## src/rtl/halt_controller.sv

```systemverilog
`default_nettype none
// ============================================================================
//  Module   : halt_controller
//  Purpose  : CPU halt controller. Merges NUM_FAULTS fault lines, the halt
//             instruction and an internal watchdog into a single `halted`
//             flag that gates fetch/decode and execute. Each fault is either
//             immediate or deferred to the next instruction boundary. It
//             records a priority-encoded halt cause and supports a resume
//             handshake.
//  Ports    : clk              - system clock, rising edge
//             reset            - synchronous, active-high
//             decode           - decode strobe; first assertion = CPU start
//             halt_instruction - HLT decoded this cycle
//             instruction_end  - last cycle of current instruction
//             fault            - level fault sources, one per bit
//             resume           - single-cycle request to leave HALTED
//             halted           - CPU halted (zero-latency on the event cycle)
//             halt_cause       - 0 none, 1 HLT, 2 watchdog, 3+i fault i
//             resume_ack       - one-cycle pulse on accepted resume
//  Revision : 1.0  initial release
// ============================================================================
module halt_controller #(
    parameter int                     NUM_FAULTS = 4,
    parameter logic [NUM_FAULTS-1:0]  DEFER_MASK = 4'b0010,
    parameter int                     WDOG_W     = 16,
    parameter logic [WDOG_W-1:0]      WDOG_LIMIT = 16'hFFFF,
    parameter int                     CAUSE_W    = 4
) (
    input  logic                   clk,
    input  logic                   reset,
    input  logic                   decode,
    input  logic                   halt_instruction,
    input  logic                   instruction_end,
    input  logic [NUM_FAULTS-1:0]  fault,
    input  logic                   resume,
    output logic                   halted,
    output logic [CAUSE_W-1:0]     halt_cause,
    output logic                   resume_ack
);

    typedef enum logic [1:0] {
        S_IDLE   = 2'd0,
        S_RUN    = 2'd1,
        S_DRAIN  = 2'd2,
        S_HALTED = 2'd3
    } state_t;

    localparam logic [CAUSE_W-1:0] c_cause_hlt  = CAUSE_W'(1);
    localparam logic [CAUSE_W-1:0] c_cause_wdog = CAUSE_W'(2);
    localparam logic [WDOG_W-1:0]  c_wdog_last  = WDOG_LIMIT - WDOG_W'(1);

    state_t                 r_state;
    logic [WDOG_W-1:0]      r_wdog_cnt;
    logic [CAUSE_W-1:0]     r_pending_cause;
    logic [CAUSE_W-1:0]     r_halt_cause;
    logic                   r_resume_ack;

    logic [NUM_FAULTS-1:0]  w_imm_fault;
    logic [NUM_FAULTS-1:0]  w_def_fault;
    logic                   w_active;
    logic                   w_hlt;
    logic                   w_wdog_exp;
    logic                   w_def_now;
    logic                   w_drain_end;
    logic                   w_halt_evt;
    logic                   w_resume_ok;
    logic [CAUSE_W-1:0]     w_evt_cause;

    // Cause code of the lowest-index set bit (3+i); 0 when none set.
    function automatic logic [CAUSE_W-1:0] f_lowest_cause(input logic [NUM_FAULTS-1:0] vec);
        logic [CAUSE_W-1:0] w_res;
        w_res = '0;
        for (int i = NUM_FAULTS - 1; i >= 0; i--) begin
            if (vec[i]) begin
                w_res = CAUSE_W'(i + 3);
            end
        end
        return w_res;
    endfunction

    assign w_imm_fault = fault & ~DEFER_MASK;
    assign w_def_fault = fault & DEFER_MASK;
    assign w_active    = (r_state == S_RUN) || (r_state == S_DRAIN);
    // HLT before the first decode is garbage and must not halt.
    assign w_hlt       = halt_instruction && w_active;
    assign w_wdog_exp  = (WDOG_LIMIT != '0) && w_active &&
                         (r_wdog_cnt == c_wdog_last) && !instruction_end;
    // A deferred fault arriving on the boundary cycle itself skips DRAIN.
    assign w_def_now   = (r_state == S_RUN) && (|w_def_fault) && instruction_end;
    assign w_drain_end = (r_state == S_DRAIN) && instruction_end;
    assign w_halt_evt  = !reset && (r_state != S_HALTED) &&
                         ((|w_imm_fault) || w_hlt || w_wdog_exp || w_drain_end || w_def_now);
    assign w_resume_ok = resume && !(|fault);

    always_comb begin
        w_evt_cause = '0;
        if (|w_imm_fault) begin
            w_evt_cause = f_lowest_cause(w_imm_fault);
        end else if (w_hlt) begin
            w_evt_cause = c_cause_hlt;
        end else if (w_wdog_exp) begin
            w_evt_cause = c_cause_wdog;
        end else if (r_state == S_DRAIN) begin
            w_evt_cause = r_pending_cause;
        end else begin
            w_evt_cause = f_lowest_cause(w_def_fault);
        end
    end

    always_ff @(posedge clk) begin
        if (reset) begin
            r_state         <= S_IDLE;
            r_wdog_cnt      <= '0;
            r_pending_cause <= '0;
            r_halt_cause    <= '0;
            r_resume_ack    <= 1'b0;
        end else begin
            r_resume_ack <= 1'b0;

            if (instruction_end || ((r_state == S_HALTED) && w_resume_ok)) begin
                r_wdog_cnt <= '0;
            end else if (w_active && (r_wdog_cnt != '1)) begin
                r_wdog_cnt <= r_wdog_cnt + WDOG_W'(1);
            end

            case (r_state)
                S_IDLE: begin
                    if (w_halt_evt) begin
                        r_state      <= S_HALTED;
                        r_halt_cause <= w_evt_cause;
                    end else if (decode) begin
                        r_state <= S_RUN;
                    end
                end
                S_RUN: begin
                    if (w_halt_evt) begin
                        r_state      <= S_HALTED;
                        r_halt_cause <= w_evt_cause;
                    end else if (|w_def_fault) begin
                        r_state         <= S_DRAIN;
                        r_pending_cause <= f_lowest_cause(w_def_fault);
                    end
                end
                S_DRAIN: begin
                    // Pending cause stays latched even if the fault drops.
                    if (w_halt_evt) begin
                        r_state      <= S_HALTED;
                        r_halt_cause <= w_evt_cause;
                    end
                end
                S_HALTED: begin
                    if (w_resume_ok) begin
                        r_state         <= S_RUN;
                        r_halt_cause    <= '0;
                        r_pending_cause <= '0;
                        r_resume_ack    <= 1'b1;
                    end
                end
                default: begin
                    r_state <= S_IDLE;
                end
            endcase
        end
    end

    assign halted     = w_halt_evt || (r_state == S_HALTED);
    assign halt_cause = r_halt_cause;
    assign resume_ack = r_resume_ack;

endmodule
`default_nettype wire

```

## config.mk

```make
export PLATFORM = sky130hd
export DESIGN_NAME = halt_controller
export DESIGN_NICKNAME = d
export VERILOG_FILES = /design/src/rtl/halt_controller.sv
export SDC_FILE = /design/constraint.sdc
export NUM_CORES = 1
export LEC_CHECK = 0
export ABC_AREA = 1
export BUFFER_PORTS_ARGS = -buffer_cell sky130_fd_sc_hd__buf_2
export CAP_MARGIN = 25
export CORE_MARGIN = 1.5
export CORE_UTILIZATION = 40
export CTS_CLUSTER_DIAMETER = 150
export DETAILED_ROUTE_END_ITERATION = 6
export MAX_ROUTING_LAYER = met4
export PLACE_DENSITY = 0.55
export SYNTH_ARGS = -nofsm -noshare
export SYNTH_HDL_FRONTEND = slang
export SYNTH_SLANG_ARGS = --single-unit
```

## constraint.sdc

```tcl
create_clock -name clk -period 3.85 [get_ports clk]
set_input_delay 0.5775 -clock clk [delete_from_list [all_inputs] [get_ports clk]]
set_output_delay 0.5775 -clock clk [all_outputs]
set_load 0.005 [all_outputs]
```

Yosys cells after proc, flatten, opt, wreduce, memory -nomap -nowiden --
Cells that the tools add are included.
Word-level totals: output and inout port bits 6, bits in registers 27, input bits 10
Operators by class: reductions and logical operators 31, bitwise gates (word level) 1, eq/ne operators 13, $add $sub $neg 1, multiplexer cells 22
Operators with widths (number):
- 4-bit 2-to-1 mux | 8
- 16-bit by 1-bit adder with 16-bit output (second input constant) | 1
- 16-bit == test (second input constant) | 1
- 16-bit inequality test (second input constant) | 1
- 4-bit one-hot mux with 2 select lines | 2
- 2-bit 2-to-1 mux | 6
- 3-bit 2-to-1 mux | 4
- 1-bit logical AND | 11
- 2-bit inequality test (second input constant) | 5
- 2-bit one-hot mux with 4 select lines | 1
- 4-bit AND reduction | 2
- 1-bit logical OR | 7
- 3-bit inequality test (second input constant) | 2
- 3-bit OR reduction | 2
- 2-bit == test (second input constant) | 2
- 2-bit OR reduction | 2
- 4-bit OR reduction | 1
- 1-bit logical NOT | 3
- 2-bit by 1-bit == test with 1-bit output (second input constant) | 1
- 2-bit logical NOT | 1
- 2-bit by 1-bit inequality test with 1-bit output (second input constant) | 1
- 2-bit AND reduction | 1
- 2-bit nonzero test | 1
- 1-bit 2-to-1 mux | 1
- 1-bit inverter | 1

Longest topological paths before layout --
depth in word-level cells 10, mapped depth 14, depth with buffers taken out 14

Least setup slack after synthesis --
OpenSTA, ideal clock, no wires.
path type reg2out, from reg r_state[0], to out halted, stages on the path, launching flop included 11, required time 3.273 ns, data arrival time 1.327 ns, slack 1.946 ns, cells stage by stage dfxtp_1 > inv_1 > ha_1 > nand2_1 > inv_1 > nand2_1 > nor2_1 > nand2_2 > nand2_2 > nand2_4 > nand2_1
Between the ends: word-level cells in the longest chain between the ends 9, elaborated cells between the ends (all ways) 18, classes of those cells 4 x eq/ne; 14 x reduce/logical
Ends and longest elaborated chain:
- start: declaration | line 52 | state_t r_state;
- start signal: assignment | line 112 | r_state <= S_IDLE;
- start signal: assignment | line 129 | r_state <= S_HALTED;
- start signal: assignment | line 132 | r_state <= S_RUN;
- 2-bit by 1-bit == test with 1-bit output or 2-bit == test (tied branches) | line 83, 89, 90
- 1-bit logical OR | line 83 | assign w_active = (r_state == S_RUN) || (r_state == S_DRAIN);
- 1-bit logical AND, on equally long branches | line 85, 86
- 1-bit logical OR or 1-bit logical AND (tied branches) | line 92, 87
- 1-bit logical OR (3 in a row) | line 92 | ((|w_imm_fault) || w_hlt || w_wdog_exp || w_drain_end || w_def_now);
- 1-bit logical AND | line 91 | assign w_halt_evt = !reset && (r_state != S_HALTED) &&
- 1-bit logical OR * | line 166 | assign halted = w_halt_evt || (r_state == S_HALTED);
- end: declaration | line 36 | output logic halted,
Every way passes the cells marked *; elsewhere a longest branch is shown, timed or not.

Worst setup path in the final report --
Same ends and word-level chain as after synthesis.

==> results.toml <==
[floorplan]
initial_core_util_pct = 42.7
rows = 21
die_area_um2 = 4020
die_h_um = 63.4
die_w_um = 63.4
coreArea_um2 = 3420
io_pins = 16

[synthesis]
synth_cells = 211
ys_seq_elements = 23
synth_warnings = 0
yosysSeqAreaShare_pct = 31.6
synth_top_area_share_pct = 31.6
yosysUniqueCellTypes = 32
postSynth.topFlopCell = "dfxtp_1"
avgSynthCellArea_um2 = 6.91
async_flop_share_pct = 0
synth.net_count = 228
syn-cell-area_um2 = 1460
synth_top_cell_by_area = "dfxtp_1"
synth_edf_count = 0
netlist_top_cells_area = "dfxtp_1, nand2_1, inv_1"

[job]
max-cap-violations = 0

[grt]
grt_first_pass_wirelength_mm = 5.21
grt_usage_pct = 16.7
grt_max_degree = 14
grt-ovfl-total = 0
antenna_found_initial = 0
first_global_vias = 1284

[timing]
hold_viol_final = 0
slew_violations = 0
layout_setup_ws_ns = 1.35
hold_ws_ns = 0.457
final-setup-viol-count = 0
setup-tns-final_ns = 0
final.period_utilization_pct = 65.0
period_needed_ns = 2.50
clock_skew_ns = 0.00962
fmax_ghz = 0.400
grt_setup_unrepaired = "false"

[clock_network]
clkSinkCount = 23
root_buffer = "clkbuf_4"
cts_htree_levels = 1
clock_path_buffers = 2
numCtsBuffers = 3
post_cts_buffers = 0
ctsResizeCount = 0
ctsHoldBuffers = 0
cts_tree = "done"
path_clk_slew_ns = 0.13
insertion_delay_ns = 0.32

[critical_path]
cp_cell_sequence = "inv_1, ha_1, nand2_1, inv_1, nand2_1, nor2_1, nand2_2, nand2_2, nand2_4, nand2_1, buf_2"
critPathCaptureType = "output port"
reg2reg_slack_ns = 2.01
criticalPathCategory = "flip-flop to output port"
rr_endpoint = "r_state[1]"
cp_slowest_cell = "ha_1"
critPathArrivalTime_ns = 1.92
r2r_start = "r_state[0]"
path_common_cell = "nand2_1"
start_kind = "flip-flop"
ff2ff_path_depth = 13
cp_max_fo = 9
slowest_delay_ns = 0.41
worstPathRequired_ns = 3.27

[detailed_routing]
first_pass_iters = 4
drt-initial-drc-count = 101
drc = 0
ant_nets = 0
wire_per_inst_um = 10.7
num_vias = 1343
routed_wl_mm = 2.92
vias_per_cell = 4.92

[finish]
fin_cells = 273
fillers = 360
final_core_util_pct = 46.7
area_delta_synth_final_pct = 9.35
multi_input_area_um2 = 848
final-seq-area_um2 = 460
antenna_cells = 0
final_layout_size_suffix_gt1_share_pct = 20.7
final_nets = 245

[run_status]
status = "completed"

[power]
powerDensity_nw_per_um2 = 455
power_leakage_nw = 0.644
max-vdd-ir-drop_v = 0.000202

[worst_hold_path]
min_to = "halt_cause[2]"
hold_class = "primary input to flip-flop"
hold_path_startpoint = "reset"
hold_depth = 2

[placement]
gp_congestion = 0.804
dp.cells = 269
dp_hpwl_mm = 2.35
io_buffers = 14
post-place-ws_ns = 1.69
[where the power goes]
part	switching (W)	leakage, nW	internal, W
clock network	0.0000760	0.0177	0.0000390
registers	0.0000191	0.187	0.000266
logic	0.000223	0.439	0.000104
[state kept, by name, indices dropped and copies added, names as in the netlist]
name and cells:
resume_ack 1, r_wdog_cnt 16, r_pending_cause 1, halt_cause 3, r_state 2
[worst max-delay path by stage]
stage / slack, ns / start / depth (start not counted) / endpoint
final: 1.35 / r_state[0] / 11 / halted
after global routing: 1.15 / r_state[0] / 11 / halted
after CTS: 1.31 / r_state[0] / 11 / halted
after detailed placement: 1.69 / r_state[0] / 11 / halted
after global placement: 1.74 / fault[2] / 8 / halted
after floorplan: 1.95 / r_state[0] / 10 / halted
[cell usage in the layout (no fill, tap or decap), types with 4 or more instances in the layout]
cell type and instances:
dfxtp_1 23, a21oi_1 18, nor2_1 19, inv_2 8, nor3_1 10, o21ai_0 4, o21ai_1 5, inv_1 27
nand2_1 40, nand4_1 4, buf_2 14, ha_1 7, nand3_1 12, nand2_2 8
[cells by family (layout without fill, tap and decap cells)]
family	after synthesis	count (layout)	share of synthesized area [%]
AOI/OAI and AO/OA	36	36	14.3
xor gates and xnor gates	4	4	2.40
adders and majority gates	7	7	6.00
DFF	23	23	31.6
and+or+nand+nor	103	103	35.2
other	1	1	0.257
buffers and inverters	37	53	10.3
[through the flow]
stage / area, um2 / power (W)
2_1_floorplan: 1460 / 0.000562
5_1_grt: 1600 / 0.000788
3_3_place_gp: 1570 / 0.000613
3_5_place_dp: 1570 / 0.000619
6_report: 1600 / 0.000727
4_1_cts: 1600 / 0.000736
[final cells by class]
type                    count  area share, %
well taps                  46           3.61
inverters                  35           8.24
multi-input cells         151           53.2
clock buffers               3           1.41
repair buffers             14           4.39
flip-flops and latches     23           28.9
clock inverters             1          0.314
[metal layers]
metal	global-route usage [%]	part of all wire, %	vias to the layer above
met2	28.8	47	29
met5	-	0	-
li1	-	-	715
met4	7.07	1.8	0
met1	18.9	47	594
met3	2.86	4.4	5
[critical path, delay by kind of cell (launching register included)]
family | cells | cell delay [ns]
flops | 1 | 0.39
simple gates | 7 | 0.55
fa+ha+maj | 1 | 0.41
buf+inv | 3 | 0.25
[cell usage after synthesis, types with 2 or more instances]
master,number
xor2_1,3
nor3_1,10
nand2_4,3
o21ai_2,2
nor2_1,19
nand2_1,40
dfxtp_1,23
a21oi_1,18
nand2_2,8
o21ai_1,5
inv_2,8
ha_1,7
o21ai_0,4
nand4_1,4
nand3_1,12
a21oi_2,3
inv_1,27
Note: power is estimated with default switching activity, not from simulation.
